### src/rtl/wt_store_wbuffer.sv
// Write-through store buffer: holds word-granular stores until they are issued
// to the data-cache memory port, and frees each entry on its write acknowledge.
// Optional store merging into pending cacheable entries: WT_WBUFFER_MERGE_EN.
//
// Handshakes: st_* and mem_req/mem_gnt both transfer on the cycle where valid
// (req) and ready (gnt) are high together. The offering side holds its payload
// until then. mem_ack_i is a single-cycle pulse with no back-pressure.
module wt_store_wbuffer #(
   parameter int unsigned DEPTH = 2,
   parameter int unsigned XLEN  = 32,
   parameter int unsigned PLEN  = 34,
   parameter int unsigned TID_W = 2
) (
   input  logic                 clk_i,
   input  logic                 rst_ni,
   input  logic                 st_valid_i,
   output logic                 st_ready_o,
   input  logic [PLEN-1:0]      st_paddr_i,
   input  logic [XLEN-1:0]      st_data_i,
   input  logic [XLEN/8-1:0]    st_be_i,
   input  logic                 st_nc_i,
   output logic                 mem_req_o,
   input  logic                 mem_gnt_i,
   output logic [PLEN-1:0]      mem_addr_o,
   output logic [XLEN-1:0]      mem_data_o,
   output logic [XLEN/8-1:0]    mem_be_o,
   output logic                 mem_nc_o,
   output logic [TID_W-1:0]     mem_tid_o,
   input  logic                 mem_ack_i,
   input  logic [TID_W-1:0]     mem_ack_tid_i,
   output logic                 empty_o,
   output logic [2*DEPTH-1:0]   dbg_state_o
);

   localparam int unsigned BE_W  = XLEN / 8;
   localparam int unsigned OFF_W = $clog2(BE_W);
   localparam int unsigned PTR_W = (DEPTH > 1) ? $clog2(DEPTH) : 1;

   typedef enum logic [1:0] {
      E_FREE = 2'd0,
      E_PEND = 2'd1,
      E_SENT = 2'd2
   } ent_state_e;

   ent_state_e        state_q [DEPTH];
   ent_state_e        state_d [DEPTH];
   logic [PLEN-1:0]   addr_q  [DEPTH];
   logic [PLEN-1:0]   addr_d  [DEPTH];
   logic [XLEN-1:0]   data_q  [DEPTH];
   logic [XLEN-1:0]   data_d  [DEPTH];
   logic [BE_W-1:0]   be_q    [DEPTH];
   logic [BE_W-1:0]   be_d    [DEPTH];
   logic              nc_q    [DEPTH];
   logic              nc_d    [DEPTH];

   logic [PTR_W-1:0]  wr_ptr_q, wr_ptr_d;
   logic [PTR_W-1:0]  iss_ptr_q, iss_ptr_d;
   logic              empty_q, empty_d;
   // Set once something has been issued since reset; acks before that may be
   // stragglers from before the reset and are legitimately ignored.
   logic              arm_q, arm_d;

   logic [PLEN-1:0]   st_word;
   logic              wr_free;
   logic              grant;
   logic              st_fire;
   logic              merge_hit;
   logic              merge_safe;
   logic [PTR_W-1:0]  merge_idx;
   logic              ack_hits_sent;
   logic              unused_addr_lsb;

   function automatic logic [PTR_W-1:0] ptr_inc(input logic [PTR_W-1:0] p);
      if (p == PTR_W'(DEPTH - 1)) return '0;
      return p + PTR_W'(1);
   endfunction

   assign st_word         = {st_paddr_i[PLEN-1:OFF_W], {OFF_W{1'b0}}};
   assign unused_addr_lsb = ^st_paddr_i[OFF_W-1:0];
   assign wr_free         = (state_q[wr_ptr_q] == E_FREE);
   assign mem_req_o       = (state_q[iss_ptr_q] == E_PEND);
   assign grant           = mem_req_o && mem_gnt_i;
   // The head entry may be granted this cycle, so only non-head matches can
   // guarantee a merge; this keeps ready independent of mem_gnt_i.
   assign st_ready_o      = wr_free || merge_safe;
   assign st_fire         = st_valid_i && st_ready_o;

`ifdef WT_WBUFFER_MERGE_EN
   // Find a pending cacheable entry holding the same word as the incoming store.
   always_comb begin
      merge_hit  = 1'b0;
      merge_safe = 1'b0;
      merge_idx  = '0;
      for (int i = 0; i < DEPTH; i++) begin
         if (state_q[i] == E_PEND && !nc_q[i] && !st_nc_i && addr_q[i] == st_word) begin
            if (PTR_W'(i) != iss_ptr_q) merge_safe = 1'b1;
            if (!(grant && PTR_W'(i) == iss_ptr_q)) begin
               merge_hit = 1'b1;
               merge_idx = PTR_W'(i);
            end
         end
      end
   end
`else
   assign merge_hit  = 1'b0;
   assign merge_safe = 1'b0;
   assign merge_idx  = '0;
`endif

   // Detect whether the current ack targets an entry that is awaiting one.
   always_comb begin
      ack_hits_sent = 1'b0;
      for (int i = 0; i < DEPTH; i++) begin
         if (mem_ack_tid_i == TID_W'(i) && state_q[i] == E_SENT) ack_hits_sent = 1'b1;
      end
   end

   // Next-state for entries and pointers: issue, ack, then accept.
   always_comb begin
      state_d   = state_q;
      addr_d    = addr_q;
      data_d    = data_q;
      be_d      = be_q;
      nc_d      = nc_q;
      wr_ptr_d  = wr_ptr_q;
      iss_ptr_d = iss_ptr_q;
      arm_d     = arm_q;
      empty_d   = 1'b1;

      if (grant) begin
         state_d[iss_ptr_q] = E_SENT;
         iss_ptr_d          = ptr_inc(iss_ptr_q);
         arm_d              = 1'b1;
      end

      if (mem_ack_i) begin
         for (int i = 0; i < DEPTH; i++) begin
            if (mem_ack_tid_i == TID_W'(i) && state_q[i] == E_SENT) state_d[i] = E_FREE;
         end
      end

      if (st_fire) begin
         if (merge_hit) begin
            for (int b = 0; b < BE_W; b++) begin
               if (st_be_i[b]) data_d[merge_idx][8*b +: 8] = st_data_i[8*b +: 8];
            end
            be_d[merge_idx] = be_q[merge_idx] | st_be_i;
         end else begin
            state_d[wr_ptr_q] = E_PEND;
            addr_d[wr_ptr_q]  = st_word;
            data_d[wr_ptr_q]  = st_data_i;
            be_d[wr_ptr_q]    = st_be_i;
            nc_d[wr_ptr_q]    = st_nc_i;
            wr_ptr_d          = ptr_inc(wr_ptr_q);
         end
      end

      for (int i = 0; i < DEPTH; i++) begin
         if (state_d[i] != E_FREE) empty_d = 1'b0;
      end
   end

   // Entry state and payload registers.
   always_ff @(posedge clk_i or negedge rst_ni) begin
      if (!rst_ni) begin
         for (int i = 0; i < DEPTH; i++) begin
            state_q[i] <= E_FREE;
            addr_q[i]  <= '0;
            data_q[i]  <= '0;
            be_q[i]    <= '0;
            nc_q[i]    <= 1'b0;
         end
      end else begin
         state_q <= state_d;
         addr_q  <= addr_d;
         data_q  <= data_d;
         be_q    <= be_d;
         nc_q    <= nc_d;
      end
   end

   // Allocation/issue pointers, registered empty flag and ack-check arming.
   always_ff @(posedge clk_i or negedge rst_ni) begin
      if (!rst_ni) begin
         wr_ptr_q  <= '0;
         iss_ptr_q <= '0;
         empty_q   <= 1'b1;
         arm_q     <= 1'b0;
      end else begin
         wr_ptr_q  <= wr_ptr_d;
         iss_ptr_q <= iss_ptr_d;
         empty_q   <= empty_d;
         arm_q     <= arm_d;
      end
   end

   assign mem_addr_o = addr_q[iss_ptr_q];
   assign mem_data_o = data_q[iss_ptr_q];
   assign mem_be_o   = be_q[iss_ptr_q];
   assign mem_nc_o   = nc_q[iss_ptr_q];
   assign mem_tid_o  = TID_W'(iss_ptr_q);
   assign empty_o    = empty_q;

   // Expose per-entry state for checkers.
   always_comb begin
      dbg_state_o = '0;
      for (int i = 0; i < DEPTH; i++) dbg_state_o[2*i +: 2] = state_q[i];
   end

   // Acks must target an issued, unacknowledged entry.
   ack_to_sent: assert property (@(posedge clk_i) disable iff (!rst_ni)
                                 (mem_ack_i && arm_q) |-> ack_hits_sent);

endmodule
### config.mk
export PLATFORM = sky130hd
export DESIGN_NAME = wt_store_wbuffer
export DESIGN_NICKNAME = d
export VERILOG_FILES = /design/src/rtl/wt_store_wbuffer.sv
export SDC_FILE = /design/constraint.sdc
export NUM_CORES = 1
export LEC_CHECK = 0
export ABC_CLOCK_PERIOD_IN_PS = 2300
export CORE_ASPECT_RATIO = 1.5
export CORE_MARGIN = 2
export CORE_UTILIZATION = 46
export CTS_BUF_LIST = sky130_fd_sc_hd__clkbuf_2
export DETAILED_ROUTE_END_ITERATION = 7
export GPL_TIMING_DRIVEN = 0
export PLACE_DENSITY = 0.86
export SYNTH_ARGS = -nofsm -noshare
export SYNTH_HDL_FRONTEND = slang
export SYNTH_SLANG_ARGS = --single-unit
### constraint.sdc
create_clock -name clk_i -period 2.3 [get_ports clk_i]
set_clock_uncertainty 0.1 [all_clocks]
set_input_delay 0.345 -clock clk_i [delete_from_list [all_inputs] [get_ports clk_i]]
set_output_delay 0.345 -clock clk_i [all_outputs]
set_load 0.02 [all_outputs]
==> results of run 1 <==
-- area by class of cell --
cell class | instances | area (um^2) | share of cell area (%)
Buffer | 28 | 340 | 4.04
Sequential cell | 145 | 3630 | 43.2
Antenna cell | 1 | 2.50 | 0.0297
Tap cell | 162 | 203 | 2.41
Clock inverter | 14 | 140 | 1.67
Multi-Input combinational cell | 234 | 2600 | 30.9
Inverter | 2 | 7.51 | 0.0892
Clock buffer | 18 | 90.1 | 1.07
Timing Repair Buffer | 160 | 1400 | 16.6
-- sequential cells by signal, indices dropped and copies added (netlist names) --
register,cells
empty_o,1
wr_ptr_q,1
dbg_state_o,4
addr_q,64
be_q,8
iss_ptr_q,1
data_q,64
nc_q,2
-- kinds of logic after synthesis --
kind of cell | count (synthesis) | synth area share [%]
AO/OA/AOI/OAI | 8 | 0.841
multiplexers | 207 | 37.0
buffers and inverters | 30 | 3.42
flip-flops | 145 | 56.8
other | 1 | 0.0586
AND/OR/NAND/NOR | 16 | 1.94
-- layer usage --
metal / global-route usage (%) / routed length, um / vias to the layer above
met3: 5.03 / 647 / 21
met2: 36.6 / 7910 / 117
met4: 7.40 / 306 / 0
li1: - / - / 1812
met5: 0 / 0 / -
met1: 22.5 / 5460 / 2038
-- metrics by stage --
stage                     hold slack (ns)  total power [mW]  std cells  instance area (um^2)  TNS [ns]
after detailed placement            0.214              11.5        724                  8160    -13.15
after floorplan                   -0.0506              8.67        409                  6400         0
after CTS                           0.121              12.4        762                  8250     -8.97
after global placement              0.383              11.2        723                  8130   -668.53
after global routing               0.0817              13.5        764                  8420    -13.46
final                               0.184              12.7        764                  8420     -3.91
-- placed cells by master, fill, tap and decap left out, types with 3 or more instances in the layout --
cell type and instances:
sky130_fd_sc_hd__buf_12 7, sky130_fd_sc_hd__dfrtp_2 4, sky130_fd_sc_hd__clkbuf_2 19, sky130_fd_sc_hd__nand2_1 3, sky130_fd_sc_hd__mux2_4 20, sky130_fd_sc_hd__conb_1 3, sky130_fd_sc_hd__nor2_1 3, sky130_fd_sc_hd__clkinvlp_4 5
sky130_fd_sc_hd__dfrtp_1 140, sky130_fd_sc_hd__mux2_2 187, sky130_fd_sc_hd__buf_6 32, sky130_fd_sc_hd__clkinv_1 3, sky130_fd_sc_hd__clkdlybuf4s50_1 75, sky130_fd_sc_hd__dlygate4sd3_1 3, sky130_fd_sc_hd__buf_4 15, sky130_fd_sc_hd__buf_2 49
sky130_fd_sc_hd__nand3b_1 3
-- report_power, final --
part           total [mW]  internal [mW]  switching (mW)
sequential           4.52           3.83           0.695
clock                1.43          0.494           0.941
combinational        6.79           3.70            3.09
total                12.7           8.02            4.73
-- repair_timing --
item                       4_1_cts  5_1_grt
hold endpoints to repair       144        0
gates resized for setup        338       55
cloned                           0        0
setup endpoints to repair       76       74
hold buffers                     3        0
buffers inserted                 3        1
-- final timing paths --
kind	slack (ns)	depth (start not counted)	endpoint	startpoint
worst max-delay path	-0.09	4	mem_addr_o[33]	iss_ptr_q
worst min-delay path	0.18	2	addr_q[66]	st_paddr_i[32]
worst max register to register	0.23	4	addr_q[37]	dbg_state_o[0]
worst min register to register	0.43	1	be_q[7]	be_q[7]
max in group asynchronous	0.39	4	addr_q[20]	rst_ni
min in group asynchronous	0.55	3	addr_q[12]	rst_ni
==> impl_metrics.env, run 1 <==
export IMPL_ys_warnings_count=0
export IMPL_cp_top_family="buffers and inverters"
export IMPL_timing_critical_path_slowest_cell_delay_ns=0.45
export IMPL_finalHoldViolations=0
export IMPL_cts_num_sinks=145
export IMPL_grt_antenna_before_repair=1
export IMPL_postRouteAntennaNets=0
export IMPL_hpwl_mm=10.2
export IMPL_firstDrtPassIters=4
export IMPL_clk_path_buf_depth=2
export IMPL_routed_wire_length_per_instance_um=18.7
export IMPL_synth_top_flop_cell="sky130_fd_sc_hd__dfrtp_1"
export IMPL_number_of_buffer_and_inverter_stages_on_the_critical_path=3
export IMPL_synthDominantAreaCellType="sky130_fd_sc_hd__dfrtp_1"
export IMPL_die_height_um=148
export IMPL_cts_clk_slew_worst_paths_ns=0.23
export IMPL_setup_viol=68
export IMPL_worstPathCellList="buf_4 > clkbuf_16 > mux2_2 > buf_2"
export IMPL_yosysUniqueCellTypes=26
export IMPL_clock_fmax_ghz=0.418
export IMPL_max_vdd_ir_drop_uv=873
export IMPL_core_area_mm2=0.0135
export IMPL_max_slew_margin_pct=46.6
export IMPL_postSynth_asyncResetShare_pct=100
export IMPL_outcome="finished, violations left"
export IMPL_num_cts_buffers=17
export IMPL_critPathKind="flop to primary output"
export IMPL_synth_edf_count=0
export IMPL_num_vias=3988
export IMPL_start_util_pct=47.3
export IMPL_min_period_ns=2.39
export IMPL_globalRouteOverflowTotal=0
export IMPL_seq_area_frac_synth_pct=56.8
export IMPL_powerDensity_mw_per_mm2=1510
export IMPL_rsz0062_at_grt="true"
export IMPL_required_ns=1.86
export IMPL_yosysMostFrequentCell="sky130_fd_sc_hd__mux2_2"
export IMPL_netlist_instances=407
export IMPL_floorplan_rows=52
export IMPL_cap_violations=0
export IMPL_leading_cell_types_by_count_after_synthesis="sky130_fd_sc_hd__mux2_2, sky130_fd_sc_hd__dfrtp_1, sky130_fd_sc_hd__buf_4, sky130_fd_sc_hd__mux2_4, sky130_fd_sc_hd__buf_6"
export IMPL_utilization_pct=62.2
export IMPL_crit_path_max_fanout=10
export IMPL_worst_setup_path_end_kind="primary output"
export IMPL_min_delay_path_class="primary input to flop"
export IMPL_place_gp_congestion=0.771
export IMPL_failed_checks="setup timing"
export IMPL_cts_htree_levels=4
export IMPL_fin_ws_ns=-0.0912
export IMPL_tritoncts="done"
export IMPL_vias_per_cell=5.22
export IMPL_grtUsageTotal_pct=20.2
export IMPL_area_growth_synth_to_final_pct=31.6
export IMPL_fillCellCount=1065
export IMPL_die_width_um=100
export IMPL_layout_drive_gt1_share_pct=58.7
export IMPL_drc=0
export IMPL_pre_cts_ws_ns=-0.335
export IMPL_io_pins=158
export IMPL_clock_tree_root_cell="sky130_fd_sc_hd__clkbuf_2"
export IMPL_finish_net_count=666
export IMPL_critical_path_startpoint_type="flop"
export IMPL_grt_start_max_net_pins=98
export IMPL_final_period_utilization_pct=104
export IMPL_yosys_area_top_type_share_pct=56.3
export IMPL_tightestPinTransition_ns=0.797
export IMPL_clkLatencyLatePin_ns=0.67
export IMPL_io_buffers=152
export IMPL_first_global_vias=4551
export IMPL_die_area_mm2=0.0149
export IMPL_worst_path_max_delay_cell="sky130_fd_sc_hd__dfrtp_2"
export IMPL_syn_avg_cell_area_um2=15.7
export IMPL_ys_ff_latch=145
export IMPL_drt_wl_total_mm=14.3
export IMPL_drt_first_iter_violations=70
export IMPL_synthesis_area_mm2=0.00639
export IMPL_final_max_slew_violation_count=0
export IMPL_post_synth_main_area_contributors="sky130_fd_sc_hd__dfrtp_1, sky130_fd_sc_hd__mux2_2, sky130_fd_sc_hd__mux2_4, sky130_fd_sc_hd__buf_6, sky130_fd_sc_hd__buf_4"
export IMPL_leakage_nw=3.78
export IMPL_cp_data_arrival_time_ns=1.95
export IMPL_grt_first_pass_wirelength_mm=23.3
No activity file was read; power rests on OpenSTA's default activity.
==> inputs of run 2 (changes only) <==
--- a/config.mk
+++ b/config.mk
@@ -11,7 +11,6 @@
 export CORE_UTILIZATION = 46
 export CTS_BUF_LIST = sky130_fd_sc_hd__clkbuf_2
 export DETAILED_ROUTE_END_ITERATION = 7
-export GPL_TIMING_DRIVEN = 0
 export PLACE_DENSITY = 0.86
 export SYNTH_ARGS = -nofsm -noshare
 export SYNTH_HDL_FRONTEND = slang
==> run 2 against run 1 <==
The flow still finishes with violations (setup timing); total power rose by 5.9%; first-iteration DRC count rose by 50%; final cell count fell by 1.6%; fmax fell by 0.23%; via count rose by 0.38%; non-clock buffer count fell by 12; die area did not move; critical path depth rose by 1; sequential cell count did not move; hold slack got worse by 0.093 ns; sequential share of layout area fell by 1.1 points; utilization rose by 1.6 points.
==> impl_metrics.env, run 2 (same netlist as run 1, synthesis figures left out) <==
export IMPL_vias_per_cell=5.32
export IMPL_finish_cell_count_without_fillers=752
export IMPL_core_area_mm2=0.0135
export IMPL_mostFrequentLayoutCell="sky130_fd_sc_hd__mux2_2"
export IMPL_routed_wire_length_per_instance_um=19.1
export IMPL_grt_first_pass_wirelength_mm=22.7
export IMPL_worst_path_max_delay_cell="sky130_fd_sc_hd__dfrtp_2"
export IMPL_power_share_of_the_clock_group_pct=10.7
export IMPL_timing_critical_path_slowest_cell_delay_ns=0.47
export IMPL_min_delay_path_class="primary input to asynchronous set/reset pin"
export IMPL_drc=0
export IMPL_critical_path_startpoint_type="flop"
export IMPL_clkLatencyLatePin_ns=0.65
export IMPL_rsz0062_at_grt="true"
export IMPL_outcome="finished, violations left"
export IMPL_failed_checks="setup timing"
export IMPL_cp_top_family="buffers and inverters"
export IMPL_comb_power_share_pct=55.9
export IMPL_cp_common_cell="sky130_fd_sc_hd__buf_12"
export IMPL_setup_viol=58
export IMPL_drt_first_iter_violations=105
export IMPL_fin_ws_ns=-0.0967
export IMPL_pre_cts_ws_ns=0.0771
export IMPL_design_area_mm2=0.00864
export IMPL_tritoncts="done"
export IMPL_net_switching_power_mw=4.88
export IMPL_final_period_utilization_pct=104
export IMPL_first_global_vias=4393
export IMPL_clock_fmax_ghz=0.417
export IMPL_layout_top_registers="addr_q: 64 flops, data_q: 64 flops, be_q: 8 flops"
export IMPL_switching_share_pct=36.1
export IMPL_post_place_cells=704
export IMPL_num_cts_buffers=17
export IMPL_utilization_pct=63.8
export IMPL_max_vdd_ir_drop_uv=929
export IMPL_p_int_mw=8.62
export IMPL_firstDrtPassIters=4
export IMPL_hpwl_mm=9.34
export IMPL_cts_htree_levels=4
export IMPL_globalRouteOverflowTotal=0
export IMPL_powerDensity_mw_per_mm2=1560
export IMPL_grt_start_max_net_pins=86
export IMPL_leakage_nw=3.81
export IMPL_power_sequential_fraction_pct=33.4
export IMPL_worstPathCellList="buf_12 > buf_12 > buf_12 > mux2_2 > buf_6"
export IMPL_postRouteAntennaNets=0
export IMPL_die_area_mm2=0.0149
export IMPL_start_util_pct=47.3
export IMPL_area_growth_synth_to_final_pct=35.1
export IMPL_io_pins=158
export IMPL_final_max_slew_violation_count=0
export IMPL_finalHoldViolations=0
export IMPL_most_frequent_cells_in_the_layout="sky130_fd_sc_hd__mux2_2, sky130_fd_sc_hd__dfrtp_1, sky130_fd_sc_hd__clkdlybuf4s50_1, sky130_fd_sc_hd__buf_6, sky130_fd_sc_hd__clkbuf_2"
export IMPL_cts_clk_slew_worst_paths_ns=0.24
export IMPL_cts_num_sinks=145
export IMPL_grtUsageTotal_pct=19.7
export IMPL_layout_drive_gt1_share_pct=59.3
export IMPL_totalPowerFinal_mw=13.5
export IMPL_drt_wl_total_mm=14.4
export IMPL_io_buffers=152
export IMPL_cp_data_arrival_time_ns=1.95
export IMPL_clock_tree_root_cell="sky130_fd_sc_hd__clkbuf_2"
export IMPL_number_of_buffer_and_inverter_stages_on_the_critical_path=4
export IMPL_die_height_um=148
export IMPL_worst_setup_path_end_kind="primary output"
export IMPL_placedInstanceArea_mm2=0.00810
export IMPL_crit_path_max_fanout=7
export IMPL_critPathKind="flop to primary output"
export IMPL_clk_path_buf_depth=2
export IMPL_finish_net_count=654
export IMPL_place_gp_congestion=0.788
export IMPL_die_width_um=100
export IMPL_min_period_ns=2.40
export IMPL_floorplan_rows=52
export IMPL_required_ns=1.86
export IMPL_cap_violations=0
export IMPL_grt_antenna_before_repair=1
export IMPL_num_vias=4003
-- run 2: cell count changes in the layout (fill, tap and decap cells not counted), sizes merged --
cell / delta
clkdlybuf4s50: -1
clkinv: -2
dlygate4sd3: -2
buf: -11
dlygate4sd2: +1
clkbuf: +2
clkdlybuf4s15: +1
-- run 2: final cells by class --
type / count / area, um^2
Inverter: 2 / 7.51
Tap cell: 162 / 203
Sequential cell: 145 / 3640
Multi-Input combinational cell: 234 / 2610
Fill cell: 1025 / 4900
Clock buffer: 20 / 100
Timing Repair Buffer: 176 / 1940
Antenna cell: 1 / 2.50
Clock inverter: 12 / 134
-- run 2: worst paths after layout --
| path | start | cells past startpoint | slack [ns] | endpoint |
|---|---|---|---|---|
| worst min-delay path | rst_ni | 3 | 0.09 | data_q[28] |
| min in group clk_i | st_data_i[29] | 2 | 0.19 | data_q[29] |
| worst max-delay path | iss_ptr_q | 5 | -0.1 | mem_data_o[17] |
| worst min register to register | data_q[22] | 1 | 0.43 | data_q[22] |
| max in group asynchronous | rst_ni | 3 | 1.57 | dbg_state_o[2] |
| worst max register to register | iss_ptr_q | 6 | 0.21 | empty_o |
-- run 2: layer usage --
layer / vias to the layer above / GRT usage, % / share of wire (%)
met4: 0 / 6.58 / 1.8
met2: 100 / 36.1 / 56
met3: 15 / 4.37 / 3.7
met1: 2094 / 22.2 / 39
met5: - / 0 / 0
li1: 1794 / - / -
-- run 2: power groups by stage --
stage | Clock, mW | Sequential [mW] | Combinational [mW]
final | 1.44 | 4.51 | 7.54
after global routing | 1.59 | 4.69 | 7.93
after CTS | 1.49 | 4.52 | 6.97
after detailed placement | 0 | 4.61 | 6.88
after global placement | 0 | 4.46 | 6.73
after floorplan | 0 | 4.37 | 4.30
-- run 2: per-stage QoR --
stage,TNS (ns),hold slack [ns]
2_1_floorplan,0,-0.0506
3_3_place_gp,0,0.247
3_5_place_dp,0,0.260
4_1_cts,-9.81,0.0324
5_1_grt,-10.28,0.0308
6_report,-2.27,0.0908
-- run 2: timing repair --
action                                 4_1_cts  5_1_grt
gates resized for setup                    359       74
gates cloned                                 4        2
buffers inserted                             7        3
hold buffers                                 1        0
endpoints found under the hold margin      145        0
setup endpoints to repair                   77       74
-- run 2: tightest hold or removal path, delay by kind of cell --
| family | cells | cell delay (ns) |
|---|---|---|
| buf+inv | 3 | 0.93 |
